### src/rtl/mem_port_arbiter.sv
// Round-robin arbiter sharing one unified memory between the RV32I core and the host port.
// Define MEM_ARB_PERF_EN to add saturating grant/conflict counters with a perf_clr input.
module mem_port_arbiter #(
   parameter int ADDR_W = 32,
   parameter int DATA_W = 32
) (
   input  logic              clk,
   input  logic              reset,
   input  logic              cpu_req,
   input  logic              cpu_we,
   input  logic [ADDR_W-1:0] cpu_addr,
   input  logic [DATA_W-1:0] cpu_wdata,
   output logic              cpu_ack,
   output logic              cpu_rvalid,
   output logic [DATA_W-1:0] cpu_rdata,
   input  logic              host_req,
   input  logic              host_we,
   input  logic [ADDR_W-1:0] host_addr,
   input  logic [DATA_W-1:0] host_wdata,
   output logic              host_ack,
   output logic              host_rvalid,
   output logic [DATA_W-1:0] host_rdata,
`ifdef MEM_ARB_PERF_EN
   input  logic              perf_clr,
   output logic [31:0]       perf_cpu_grants,
   output logic [31:0]       perf_host_grants,
   output logic [31:0]       perf_conflicts,
`endif
   output logic [ADDR_W-1:0] mem_addr,
   output logic [DATA_W-1:0] mem_wdata,
   output logic              mem_we,
   input  logic [DATA_W-1:0] mem_rdata
);

   localparam logic ST_IDLE = 1'b0;
   localparam logic ST_ACC  = 1'b1;
   localparam logic ID_CPU  = 1'b0;
   localparam logic ID_HOST = 1'b1;

   logic              state;
   logic              last_grant;
   logic              lat_id;
   logic              lat_we;
   logic [ADDR_W-1:0] lat_addr;
   logic [DATA_W-1:0] lat_wdata;

   logic              any_req;
   logic              grant_host;
   logic              in_acc;

   // NOTE: every signal assigned in always_comb gets a default first, so no latch can be inferred.
   always_comb begin
      any_req    = cpu_req | host_req;
      grant_host = 1'b0;
      if (host_req && (!cpu_req || last_grant == ID_CPU))
         grant_host = 1'b1;
   end

   assign in_acc    = (state == ST_ACC);
   assign cpu_ack   = in_acc && (lat_id == ID_CPU);
   assign host_ack  = in_acc && (lat_id == ID_HOST);
   assign mem_addr  = in_acc ? lat_addr  : '0;
   assign mem_wdata = in_acc ? lat_wdata : '0;
   // Gated by reset so an access interrupted by reset never commits a write.
   assign mem_we    = in_acc & lat_we & ~reset;

   // NOTE: sequential state uses non-blocking assignments so all registers update together at the edge.
   always_ff @(posedge clk) begin
      if (reset) begin
         state       <= ST_IDLE;
         last_grant  <= ID_HOST;
         lat_id      <= ID_CPU;
         lat_we      <= 1'b0;
         lat_addr    <= '0;
         lat_wdata   <= '0;
         cpu_rvalid  <= 1'b0;
         host_rvalid <= 1'b0;
         cpu_rdata   <= '0;
         host_rdata  <= '0;
      end else begin
         cpu_rvalid  <= 1'b0;
         host_rvalid <= 1'b0;
         case (state)
            ST_IDLE: begin
               if (any_req) begin
                  lat_id    <= grant_host;
                  lat_we    <= grant_host ? host_we    : cpu_we;
                  lat_addr  <= grant_host ? host_addr  : cpu_addr;
                  lat_wdata <= grant_host ? host_wdata : cpu_wdata;
                  state     <= ST_ACC;
               end
            end
            default: begin
               state      <= ST_IDLE;
               last_grant <= lat_id;
               if (!lat_we) begin
                  if (lat_id == ID_CPU) begin
                     cpu_rdata  <= mem_rdata;
                     cpu_rvalid <= 1'b1;
                  end else begin
                     host_rdata  <= mem_rdata;
                     host_rvalid <= 1'b1;
                  end
               end
            end
         endcase
      end
   end

`ifdef MEM_ARB_PERF_EN
   logic idle_edge;
   assign idle_edge = (state == ST_IDLE);

   always_ff @(posedge clk) begin
      if (reset || perf_clr) begin
         perf_cpu_grants  <= '0;
         perf_host_grants <= '0;
         perf_conflicts   <= '0;
      end else if (idle_edge && any_req) begin
         if (grant_host) begin
            if (perf_host_grants != '1) perf_host_grants <= perf_host_grants + 32'd1;
         end else begin
            if (perf_cpu_grants != '1) perf_cpu_grants <= perf_cpu_grants + 32'd1;
         end
         if (cpu_req && host_req && perf_conflicts != '1)
            perf_conflicts <= perf_conflicts + 32'd1;
      end
   end
`endif

endmodule

### config.mk
export PLATFORM = sky130hd
export DESIGN_NAME = mem_port_arbiter
export DESIGN_NICKNAME = d
export VERILOG_FILES = /design/src/rtl/mem_port_arbiter.sv
export SDC_FILE = /design/constraint.sdc
export NUM_CORES = 1
export LEC_CHECK = 0
export ABC_AREA = 1
export CORE_ASPECT_RATIO = 1.5
export CORE_MARGIN = 4
export CORE_UTILIZATION = 46
export DETAILED_ROUTE_END_ITERATION = 8
export GPL_TIMING_DRIVEN = 0
export PLACE_DENSITY = 0.87
export SLEW_MARGIN = 20
export SYNTH_ARGS = -nofsm -noshare
export SYNTH_HDL_FRONTEND = slang
export SYNTH_SLANG_ARGS = --single-unit
### constraint.sdc
create_clock -name clk -period 3.7 [get_ports clk]
set_clock_uncertainty 0.1 [all_clocks]
set_input_delay 0.37 -clock clk [delete_from_list [all_inputs] [get_ports clk]]
set_output_delay 0.37 -clock clk [all_outputs]
set_load 0.01 [all_outputs]
==> results.py <==
metrics = {
    "outcome": {
        "status": "completed",
    },
    "timing": {
        "report.final.hold_viol_count": 0,
        "fmax_ghz": 0.358,
        "setup_tns_ns": 0,
        "fin_crit_ns": 2.79,
        "period_share_pct": 75.4,
        "slew_viol_final": 0,
        "maxSlewHeadroom_pct": 65.8,
        "setup_viol": 0,
        "rsz0062_at_grt": "false",
        "worst_pin_slew_ns": 0.513,
    },
    "setup_path": {
        "required_ns": 3.23,
        "cp_max_fo": 10,
        "crit_type": "reg -> out",
        "slowest_delay_ns": 0.55,
        "end_kind": "output port",
        "critPathLaunchType": "register",
        "arrival_ns": 2.32,
        "path_delay_family": "buffers and inverters",
        "crit_buf_inv": 4,
        "crit_chain": "buf_2 > clkbuf_1 > nand2_1 > inv_1 > clkdlybuf4s50_1",
        "crit_slowest_cell": "clkdlybuf4s50_1",
    },
    "clock_network": {
        "cts_root_buf": "clkbuf_16",
        "h-tree-depth": 4,
        "cts_setup_buffers": 0,
        "clock_latency_ns": 0.41,
        "cts_resized": 0,
        "cts_hold_buffers": 0,
        "numCtsBuffers": 17,
        "clock_path_buffers": 2,
        "clock-sinks": 134,
        "path_clk_slew_ns": 0.06,
        "tritoncts": "done",
    },
    "routing": {
        "wire_per_inst_um": 15.3,
        "num_vias": 7768,
        "viasPerCell": 4.87,
        "highest_layer": "met4",
        "first_iter_violations": 335,
        "met3WireLength_um": 1810,
        "drc": 0,
        "wl_met2_um": 12500,
        "ant_nets": 0,
        "totalWireLength_um": 24500,
        "drtPass1Iterations": 4,
        "wl_met1_um": 8950,
    },
    "placement": {
        "placed_cell_area_mm2": 0.00996,
        "dp_hpwl_um": 18700,
        "gp_congestion": 0.878,
        "io_buffer_count": 297,
    },
    "synth": {
        "ys_types": 21,
        "yosysSeqAreaShare_pct": 39.8,
        "avgSynthCellArea_um2": 6.29,
        "syn_inst": 1073,
        "synth_edf_count": 0,
        "ys_ff_latch": 134,
        "yosysWarningCount": 0,
        "synth_area_mm2": 0.00674,
        "synth_async_sr_flop_share_pct": 0,
        "syn-num-nets": 1239,
        "synth-main-ff-cell": "dfxtp_1",
    },
    "final_layout": {
        "num_antenna_cells": 0,
        "syn2layout_area_growth_pct": 57.1,
        "fillers": 1166,
        "finalNetCount": 1555,
        "finalInstanceArea_mm2": 0.0106,
        "layout-drive-gt1-share_pct": 5.92,
        "final_util_pct": 74.7,
    },
    "floorplan": {
        "ios": 299,
        "rows": 53,
        "dieArea_mm2": 0.0167,
        "fp.dieW_um": 107,
        "fp.coreArea_mm2": 0.0142,
        "fp.dieH_um": 156,
        "initial_core_util_pct": 47.5,
    },
    "global_route": {
        "antenna_found_initial": 0,
        "grt_util_all_layers_pct": 28.5,
        "grt_pass1_vias": 7516,
        "grt_pass1_wl_um": 37800,
        "grt_max_degree": 17,
        "grt_overflow": 0,
    },
    "hold_path": {
        "hold_class": "in -> reg",
    },
    "job": {
        "max_cap_viol_count": 0,
    },
    "power_and_ir_drop": {
        "leakagePower_nw": 5.05,
        "peakVddDrop_uv": 400,
        "powerDensity_mw_per_mm2": 410,
        "total_power_mw": 4.34,
    },
}
[cell usage in the layout (no fill, tap or decap), types with 3 or more instances in the layout]
master / n
inv_6: 5
clkbuf_16: 17
buf_1: 5
a21oi_1: 33
buf_4: 3
a21boi_1: 11
a21boi_0: 53
bufinv_16: 4
inv_1: 130
inv_2: 3
nor2_1: 196
dfxtp_1: 134
clkdlybuf4s50_1: 297
o21ai_0: 31
buf_2: 41
clkbuf_1: 28
nand3_1: 100
nand2_1: 297
[cell families after synthesis]
| family | Yosys count | synth area share, % |
|---|---|---|
| buf+inv | 211 | 12.7 |
| compound gates | 130 | 12.1 |
| flops | 134 | 39.8 |
| simple gates | 598 | 35.5 |
[cell usage after synthesis, types with 2 or more instances]
library cell,number,area (µm²)
nor2_1,196,736
a21boi_0,53,398
buf_4,3,22.5
inv_2,3,11.3
a21oi_1,33,165
clkbuf_1,28,105
inv_1,130,488
nor2_4,2,22.5
buf_1,5,18.8
nand3_1,100,500
a21boi_1,11,82.6
o21ai_0,31,155
nand2_1,297,1110
dfxtp_1,134,2680
buf_2,41,205
[registers in the layout (all words and copies together) (netlist names)]
signal and count:
lat_addr 32, host_rdata 32, cpu_rvalid 1, host_rvalid 1
lat_wdata 32, cpu_rdata 32, lat_we 1, in_acc 1
lat_id 1, last_grant 1
[metrics by stage]
| stage | instances | hold slack [ns] | setup slack (ns) |
|---|---|---|---|
| global route | 1594 | 0.187 | 0.763 |
| detailed placement | 1562 | 0.353 | 1.32 |
| global placement | 1562 | 0.348 | 1.33 |
| floorplan | 1073 | 0.329 | 2.20 |
| CTS | 1594 | 0.154 | 0.887 |
| finish | 1594 | 0.168 | 0.908 |
[worst register-to-register path: stages (launching register included)]
cell      delay (ns)
dfxtp_1         0.32
nand2_1         0.16
buf_2           0.29
clkbuf_1        0.41
a21boi_1        0.12
nor2_1          0.17
nor2_1          0.06
[final timing paths]
path	startpoint	slack, ns	cells after the start	end
hold / removal	reset	0.17	2	cpu_rdata[8]
setup / recovery	in_acc	0.91	5	mem_addr[28]
setup reg to reg	last_grant	1.98	6	lat_addr[10]
hold reg to reg	cpu_rdata[31]	0.36	2	cpu_rdata[31]
[final cells by class]
type / instances / area [µm²] / share of cell area (%)
multi-input combinational: 728 / 3210 / 30.3
timing repair buffer: 297 / 2970 / 28.1
sequential: 134 / 2680 / 25.3
inverter: 134 / 503 / 4.75
clock buffer: 17 / 425 / 4.01
buffer: 77 / 352 / 3.32
tap: 192 / 240 / 2.27
clock inverter: 15 / 215 / 2.03
[routing by layer]
metal	global-route usage [%]	up-vias
met4	15.0	0
met5	0	-
met3	8.13	80
met1	30.3	3476
met2	50.7	306
li1	-	3906
[report_power, final]
| group | internal [mW] | switching [mW] | leakage [nW] |
|---|---|---|---|
| Clock | 1.15 | 0.694 | 0.309 |
| Combinational | 0.437 | 0.458 | 3.64 |
| Sequential | 1.55 | 0.0546 | 1.10 |
No activity file was read; power rests on OpenSTA's default activity.
